===== src/rtl/if_id_queue.sv =====
// ---------------------------------------------------------------------------
// if_id_queue
//   DEPTH-entry instruction queue sitting between fetch (IF) and decode (ID).
//   Each entry holds a raw 32-bit RV32 instruction and its PC. Both sides use
//   valid/ready handshakes. A front-end flush empties the queue. The head entry
//   is presented to ID both as a raw word and pre-split into RV32 fields.
//
//   Optional build macro: IFQ_BUBBLE_NOP_EN
//     When defined, the head outputs show the canonical NOP (0x00000013,
//     pc 0) whenever the queue is empty, so ID can ignore out_valid for
//     hazard decisions. When undefined, an empty queue shows stale storage.
//
// Ports
//   clk        in   sole clock, rising edge
//   rst_n      in   asynchronous active-low reset
//   in_valid   in   fetch presents an instruction
//   in_ready   out  queue can accept (count < DEPTH)
//   in_inst    in   raw instruction word
//   in_pc      in   PC of in_inst
//   flush      in   discard all queued and incoming instructions
//   out_valid  out  head entry valid (count != 0)
//   out_ready  in   ID consumes head
//   opcode_ID, rd_ID, funct3, rs1_ID, rs2_ID, funct7   out  head fields
//   out_inst   out  head raw instruction
//   out_pc     out  head PC
//   count      out  current occupancy
// ---------------------------------------------------------------------------
module if_id_queue #(
    parameter int XLEN  = 32,
    parameter int DEPTH = 4,
    parameter int CNT_W = $clog2(DEPTH + 1)
) (
    input  logic             clk,
    input  logic             rst_n,
    input  logic             in_valid,
    output logic             in_ready,
    input  logic [31:0]      in_inst,
    input  logic [XLEN-1:0]  in_pc,
    input  logic             flush,
    output logic             out_valid,
    input  logic             out_ready,
    output logic [6:0]       opcode_ID,
    output logic [4:0]       rd_ID,
    output logic [2:0]       funct3,
    output logic [4:0]       rs1_ID,
    output logic [4:0]       rs2_ID,
    output logic [6:0]       funct7,
    output logic [31:0]      out_inst,
    output logic [XLEN-1:0]  out_pc,
    output logic [CNT_W-1:0] count
);

    localparam int PTR_W = $clog2(DEPTH);

    logic [31:0]      mem_inst [DEPTH];
    logic [XLEN-1:0]  mem_pc   [DEPTH];
    logic [PTR_W-1:0] wr_ptr;
    logic [PTR_W-1:0] rd_ptr;
    logic             push;
    logic             pop;
    logic [31:0]      head_inst;
    logic [XLEN-1:0]  head_pc;

    // Handshake flags come from occupancy alone: no in->out combinational path.
    assign in_ready  = (count < CNT_W'(DEPTH));
    assign out_valid = (count != '0);

    // Flush overrides both transfers in the same cycle.
    assign push = in_valid && in_ready && !flush;
    assign pop  = out_valid && out_ready && !flush;

    always_ff @(posedge clk or negedge rst_n) begin
        if (!rst_n) begin
            wr_ptr <= '0;
            rd_ptr <= '0;
            count  <= '0;
            for (int i = 0; i < DEPTH; i++) begin
                mem_inst[i] <= '0;
                mem_pc[i]   <= '0;
            end
        end else if (flush) begin
            wr_ptr <= '0;
            rd_ptr <= '0;
            count  <= '0;
        end else begin
            if (push) begin
                mem_inst[wr_ptr] <= in_inst;
                mem_pc[wr_ptr]   <= in_pc;
                wr_ptr           <= wr_ptr + PTR_W'(1);
            end
            if (pop) begin
                rd_ptr <= rd_ptr + PTR_W'(1);
            end
            if (push && !pop) begin
                count <= count + CNT_W'(1);
            end else if (pop && !push) begin
                count <= count - CNT_W'(1);
            end
        end
    end

    always_comb begin
        head_inst = mem_inst[rd_ptr];
        head_pc   = mem_pc[rd_ptr];
`ifdef IFQ_BUBBLE_NOP_EN
        // Empty queue presents a bubble so ID sees a harmless NOP.
        if (!out_valid) begin
            head_inst = 32'h0000_0013;
            head_pc   = '0;
        end
`else
`endif
    end

    assign out_inst  = head_inst;
    assign out_pc    = head_pc;
    assign opcode_ID = head_inst[6:0];
    assign rd_ID     = head_inst[11:7];
    assign funct3    = head_inst[14:12];
    assign rs1_ID    = head_inst[19:15];
    assign rs2_ID    = head_inst[24:20];
    assign funct7    = head_inst[31:25];

endmodule

===== config.mk =====
export PLATFORM = sky130hd
export DESIGN_NAME = if_id_queue
export DESIGN_NICKNAME = d
export VERILOG_FILES = /design/src/rtl/if_id_queue.sv
export SDC_FILE = /design/constraint.sdc
export NUM_CORES = 1
export LEC_CHECK = 0
export BUFFER_PORTS_ARGS = -buffer_cell sky130_fd_sc_hd__buf_2
export CAP_MARGIN = 10
export CORE_UTILIZATION = 55
export DETAILED_ROUTE_END_ITERATION = 16
export HOLD_SLACK_MARGIN = 0.15
export PLACE_DENSITY = 0.83
export REMOVE_ABC_BUFFERS = 1
export SYNTH_ARGS = -nofsm -noshare
export SYNTH_HDL_FRONTEND = slang
export SYNTH_SLANG_ARGS = --single-unit

===== constraint.sdc =====
create_clock -name clk -period 5.2 [get_ports clk]
set_input_delay 0.26 -clock clk [delete_from_list [all_inputs] [get_ports clk]]
set_output_delay 0.26 -clock clk [all_outputs]
set_load 0.03 [all_outputs]

==> qor.csv, run 1 <==
metric,value,unit
pin count of the biggest net entering global routing,137,
row cnt,55,
PortBufs,169,
Mapped Cells,707,
Final Slew Violations,0,
gr ovfl total,0,
Post-DP HPWL,14800,µm
Die X,156,µm
CP Max Fanout,45,
WP data arrival,2.93,ns
Tmin final,3.19,ns
Root Buffer,clkbuf_16,
Clock Latency Late Sink,0.52,ns
syn_area_per_cell,18.4,µm²
"Reg clk slew, reported paths",0.06,ns
Fin Setup TNS,0,ns
Slowest cell on crit path,dfrtp_4,
Slew HR,0.288,
status,"finished, final reports clean",
"wirelength, routed",25500,µm
Final Skew,0.00645,ns
Die Ht,156,µm
WS Path Type,reg -> out,
Antenna Nets Post-Route,0,
average wire per standard cell,20.6,µm
# H-tree levels,1,
RePlAce Congestion,0.758,
initial antenna violation count,0,
"Seq/Total Area, Yosys",0.505,
Unique masters post-synth,31,
Worst Path Buf+Inv,2,
TritonCTS clock tree,yes,
first-pass GRT wire length,41800,µm
Iter 0 DRT Violations,375,
# clock sinks,263,
Hold Path Class,in -> async,
area grow syn2layout,15.9,%
DRC errors left,0,
max-cap viol count,0,
maximum clock insertion buffer count,3,
Synth Cell Area,13000,µm²
Core Area,22900,µm²
nets@finish,979,
Filler cells,1583,
pre-CTS setup slack,2.44,ns
final setup violation count,0,
DP Area,13500,µm²
share of cells above drive strength 1,0.592,
Reg area,6590,µm²
RSZ-0062 raised after global routing,no,
startpoint type of the worst setup path,flip-flop,
Initial Util,0.569,
ant diodes,0,
# resized after CTS,0,
Synth Warn #,0,
multi-input logic area,5550,µm²
Pwr Density,644,nW/µm²
worst slew pin tran,1.07,ns
I/O pins,170,
setup ws final,2.01,ns
setup bufs post-CTS,0,
cell family with most CP delay,flip-flops,
routed via count,6742,
vias in the first global route,7504,
number of synthesized register bits,263,
CTS Buf Count,28,
via-per-instance ratio,5.44,
crit-path cells,"buf_4, mux4_2, buf_2",
max frequency,0.313,GHz
"Design Area, Final",15100,µm²
CP required,4.94,ns
R2R Setup Slk,2.44,ns
iteration count of the initial detailed-routing pass,4,
Tcrit/Tclk final,0.614,
crit end category,output pin,
GRT Resource Usage Total,0.220,
VDD IR-drop max,0.000426,V
Leak Pwr,6.97,nW
die outline area,24300,µm²
Final Hold Viols,0,
CP max stage delay,1.04,ns
cells in the final DEF, fill, tap and decap left out, types with 3 or more instances in the layout:
master         instances
ha_1                   4
inv_1                  5
clkbuf_1               9
dfrtp_1              261
buf_4                  7
clkbuf_8               7
xor2_1                 3
clkbuf_16             29
dlygate4sd3_1         68
and2_4                 4
mux2_4               240
mux4_2                64
xnor2_1                3
nor2_1                 8
buf_2                168
mux2_2                16
registers in the layout, summed over array words and instances (netlist names):
signal    flops
mem_inst    128
rd_ptr        2
mem_pc      128
wr_ptr        2
count         3
area by class of cell:
type                       count  share of cell area
multi-input combinational    362               0.368
timing repair buffer         245               0.107
tap                          313              0.0259
inverter                       5             0.00124
sequential                   263               0.436
clock buffer                  45              0.0567
clock inverter                 6             0.00572
kinds of logic (layout without fill, tap and decap cells):
family	after synthesis	in the layout	share of synthesized area
buffers and inverters	82	301	0.0690
flip-flops	263	263	0.505
AND/OR/NAND/NOR	22	22	0.0105
adder cells (fa/ha/maj)	5	5	0.00538
XOR/XNOR	6	6	0.00403
multiplexers	320	320	0.401
AO/OA/AOI/OAI	9	9	0.00499
where the power goes:
part / leakage [nW] / internal (W) / switching, W / total, W
Sequential: 3.33 / 0.00292 / 0.000617 / 0.00354
Clock: 0.459 / 0.00122 / 0.000788 / 0.00201
Combinational: 3.18 / 0.00214 / 0.00205 / 0.00418
worst paths after layout:
| check | end | depth (start not counted) | start |
|---|---|---|---|
| max | funct3[1] | 3 | rd_ptr[0] |
| max in group asynchronous | mem_inst[117] | 3 | rst_n |
| max reg2reg | mem_inst[76] | 5 | count[2] |
| min reg2reg | mem_inst[68] | 1 | mem_inst[68] |
| min in group clk | mem_inst[68] | 1 | mem_inst[68] |
| min | mem_inst[5] | 2 | rst_n |
layer usage:
layer,vias up,track usage,share of wire
met5,-,0,0
met4,0,0.0458,0.015
met3,32,0.0397,0.049
met2,175,0.344,0.47
met1,3589,0.322,0.46
li1,2946,-,-
worst reg2reg max path, delay by kind of cell, from the launching register on:
| family | cells | cell delay, ns |
|---|---|---|
| multiplexers | 1 | 0.35 |
| flip-flops | 1 | 0.45 |
| buffers and inverters | 1 | 0.55 |
| AND/OR/NAND/NOR | 3 | 1.28 |
Yosys cell counts, drive strengths merged:
| cell type | instances | area share |
|---|---|---|
| a211o | 1 | 0.00067 |
| a211oi | 1 | 0.00058 |
| a21oi | 1 | 0.00038 |
| a2bb2oi | 1 | 0.00067 |
| a311oi | 2 | 0.0013 |
| a31oi | 2 | 0.00096 |
| and2 | 5 | 0.0033 |
| buf | 72 | 0.066 |
| clkbuf | 5 | 0.0014 |
| dfrtp | 263 | 0.51 |
| fa | 1 | 0.0015 |
| ha | 4 | 0.0038 |
| inv | 5 | 0.0014 |
| mux2 | 256 | 0.29 |
| mux4 | 64 | 0.11 |
| nand2 | 2 | 0.00058 |
| nand3 | 2 | 0.00077 |
| nor2 | 8 | 0.0023 |
| nor2b | 2 | 0.0021 |
| nor3 | 1 | 0.00038 |
| o21ai | 1 | 0.00038 |
| or2b | 1 | 0.00058 |
| or3 | 1 | 0.00048 |
| xnor2 | 3 | 0.0020 |
| xor2 | 3 | 0.0020 |
what timing repair did:
| item | in CTS | in global routing |
|---|---|---|
| setup endpoints to repair | 0 | 0 |
| hold endpoints to repair | 398 | 0 |
| hold buffers | 68 | 0 |
metrics by stage:
step                      cells   util  power (W)  hold slack (ns)
final                      1239  0.659    0.00973            0.435
after global routing       1239  0.659     0.0102            0.518
after CTS                  1239  0.659    0.00980            0.490
after detailed placement   1120  0.588    0.00769            0.474
after global placement     1120  0.588    0.00759            0.456
after floorplan             630      -    0.00664          -0.0356
No activity file was read; power rests on OpenSTA's default activity.
==> run 2, diff against run 1 <==
- clock period: 5.2 -> 3.2 ns (I/O delays scaled with it)
==> run 2 against run 1 <==
Non-clock buffer count increased by 7. Clock power grew 76%. Cell area up 1.6%. Critical path type unchanged. Largest power group unchanged. Highest routed layer unchanged.
==> qor.csv, run 2 (synthesis gave the netlist of run 1 again) <==
metric,value,unit,change
Initial Util,0.569,,unchanged
Fin Setup TNS,0,ns,unchanged
Antenna Nets Post-Route,0,,unchanged
# resized after CTS,0,,unchanged
Die Ht,156,µm,unchanged
maximum clock insertion buffer count,3,,unchanged
reg2reg start,count[2],,
Slew HR,0.499,,+0.211
RSZ-0062 raised after global routing,no,,
largest registers,"mem_inst x128, mem_pc x128, count x3",,
"commonest non-fill, non-tap cell in the layout",dfrtp_1,,
routed via count,6722,,-0.30%
Int Pwr,0.0105,W,+67%
final setup violation count,0,,unchanged
non-filler instance count after layout,1248,,+0.73%
Final Skew,0.0105,ns,+0.00403 ns
crit end category,output pin,,
Logic pwr share,0.430,,about the same
Tcrit/Tclk final,0.824,,
first-pass GRT wire length,41900,µm,+0.18%
Iter 0 DRT Violations,279,,-26%
DRC errors left,0,,unchanged
status,"finished, final reports clean",,
sw frac,0.351,,-0.00366
"Design Area, Final",15300,µm²,+1.6%
share of power burned in registers,0.351,,-0.012
Final Slew Violations,0,,unchanged
Leak Pwr,7.08,nW,+1.5%
die outline area,24300,µm²,unchanged
# H-tree levels,1,,unchanged
CP required,3.04,ns,-1.90 ns
worst slew pin tran,0.752,ns,-0.316 ns
pin count of the biggest net entering global routing,99,,-28%
Pwr Density,1050,nW/µm²,+63%
R2R Setup Slk,0.90,ns,-1.54 ns
area grow syn2layout,17.7,%,
gr ovfl total,0,,unchanged
setup bufs post-CTS,0,,unchanged
Clock Latency Late Sink,0.53,ns,about the same
row cnt,55,,unchanged
DP Area,13600,µm²,+1.1%
via-per-instance ratio,5.39,,-1.0%
vias in the first global route,7396,,-1.4%
Final Hold Viols,0,,unchanged
GRT busiest layer,met2,,
initial antenna violation count,1,,+1
Worst R2R Path Depth,5,,unchanged
Hold Path Class,in -> async,,
"commonest non-fill, non-tap cells in the layout","dfrtp_1, mux2_4, buf_2, dlygate4sd3_1, mux4_2",,
iteration count of the initial detailed-routing pass,4,,unchanged
Filler cells,1543,,-2.5%
met3 GRT Util,0.0333,,-0.00639
max-cap viol count,0,,unchanged
VDD IR-drop max,0.000754,V,+77%
WP data arrival,2.48,ns,-0.45 ns
WS Path Type,reg -> out,,
average wire per standard cell,20.5,µm,-0.54%
"wirelength, routed",25600,µm,+0.18%
nets@finish,986,,+0.72%
Root Buffer,clkbuf_16,,
Sw Pwr,0.00567,W,+64%
GRT met1 Usage,0.329,,+0.00702
RePlAce Congestion,0.758,,-0.11%
CP Max Fanout,28,,-38%
"Reg clk slew, reported paths",0.06,ns,about the same
worst r2r dst,mem_inst[96],,
share of cells above drive strength 1,0.599,,+0.00671
I/O pins,170,,unchanged
# clock sinks,263,,unchanged
Placed Cells incl. Taps,1127,,+0.63%
PortBufs,169,,unchanged
Core Area,22900,µm²,unchanged
final design utilization,0.669,,+0.0104
Tmin final,2.64,ns,
GRT Resource Usage Total,0.219,,-0.000333
routing usage on met2,0.344,,unchanged
max frequency,0.379,GHz,
CTS Buf Count,28,,unchanged
Die X,156,µm,unchanged
startpoint type of the worst setup path,flip-flop,,
TritonCTS clock tree,yes,,
clock network power share,0.220,,+0.014
Post-DP HPWL,15400,µm,+4.1%
[run 2: power by group through the flow]
stage	logic (W)	clock network, W	registers, W
6_report	0.00694	0.00354	0.00566
5_1_grt	0.00731	0.00373	0.00584
4_1_cts	0.00699	0.00360	0.00567
3_5_place_dp	0.00689	0	0.00567
3_3_place_gp	0.00677	0	0.00563
2_1_floorplan	0.00534	0	0.00546
[run 2: cell type report]
| cell class | instances | area [µm²] | share of cell area |
|---|---|---|---|
| Sequential cell | 263 | 6590 | 0.430 |
| Multi-Input combinational cell | 362 | 5550 | 0.362 |
| Timing Repair Buffer | 252 | 1760 | 0.115 |
| Clock buffer | 42 | 845 | 0.0551 |
| Tap cell | 313 | 392 | 0.0255 |
| Clock inverter | 10 | 181 | 0.0118 |
| Inverter | 5 | 18.8 | 0.00122 |
| Antenna cell | 1 | 2.50 | 0.000163 |
[run 2: worst max-delay path by stage]
| stage | end | start | slack, ns |
|---|---|---|---|
| 2_1_floorplan | funct3[0] | rd_ptr[0] | -0.40 |
| 3_3_place_gp | mem_inst[97] | count[2] | 0.99 |
| 3_5_place_dp | mem_inst[97] | count[2] | 0.91 |
| 4_1_cts | out_inst[0] | rd_ptr[0] | 0.50 |
| 5_1_grt | out_inst[0] | rd_ptr[0] | 0.41 |
| 6_report | out_inst[0] | rd_ptr[0] | 0.56 |
[run 2: critical path, stage by stage (launching register included)]
cell     delay, ns
dfrtp_4       0.81
buf_4         0.36
mux4_2        0.57
buf_2         0.20
[run 2: repair_timing]
action                                 CTS  global route
hold buffers                            68             0
endpoints found under the hold margin  357             0
setup endpoints to repair                0             0
[run 2: metal layers]
metal,vias to the layer above,wire [µm]
li1,2975,-
met1,3564,12300
met2,154,11800
met3,29,1010
met4,0,386
met5,-,0
[run 2: through the flow]
| stage | hold WS (ns) | power, W | worst slack (ns) |
|---|---|---|---|
| final | 0.226 | 0.0161 | 0.564 |
| after global routing | 0.307 | 0.0169 | 0.415 |
| after detailed placement | 0.248 | 0.0126 | 0.910 |
| after floorplan | -0.136 | 0.0108 | -0.397 |
| after global placement | 0.241 | 0.0124 | 0.992 |
| after CTS | 0.279 | 0.0162 | 0.499 |
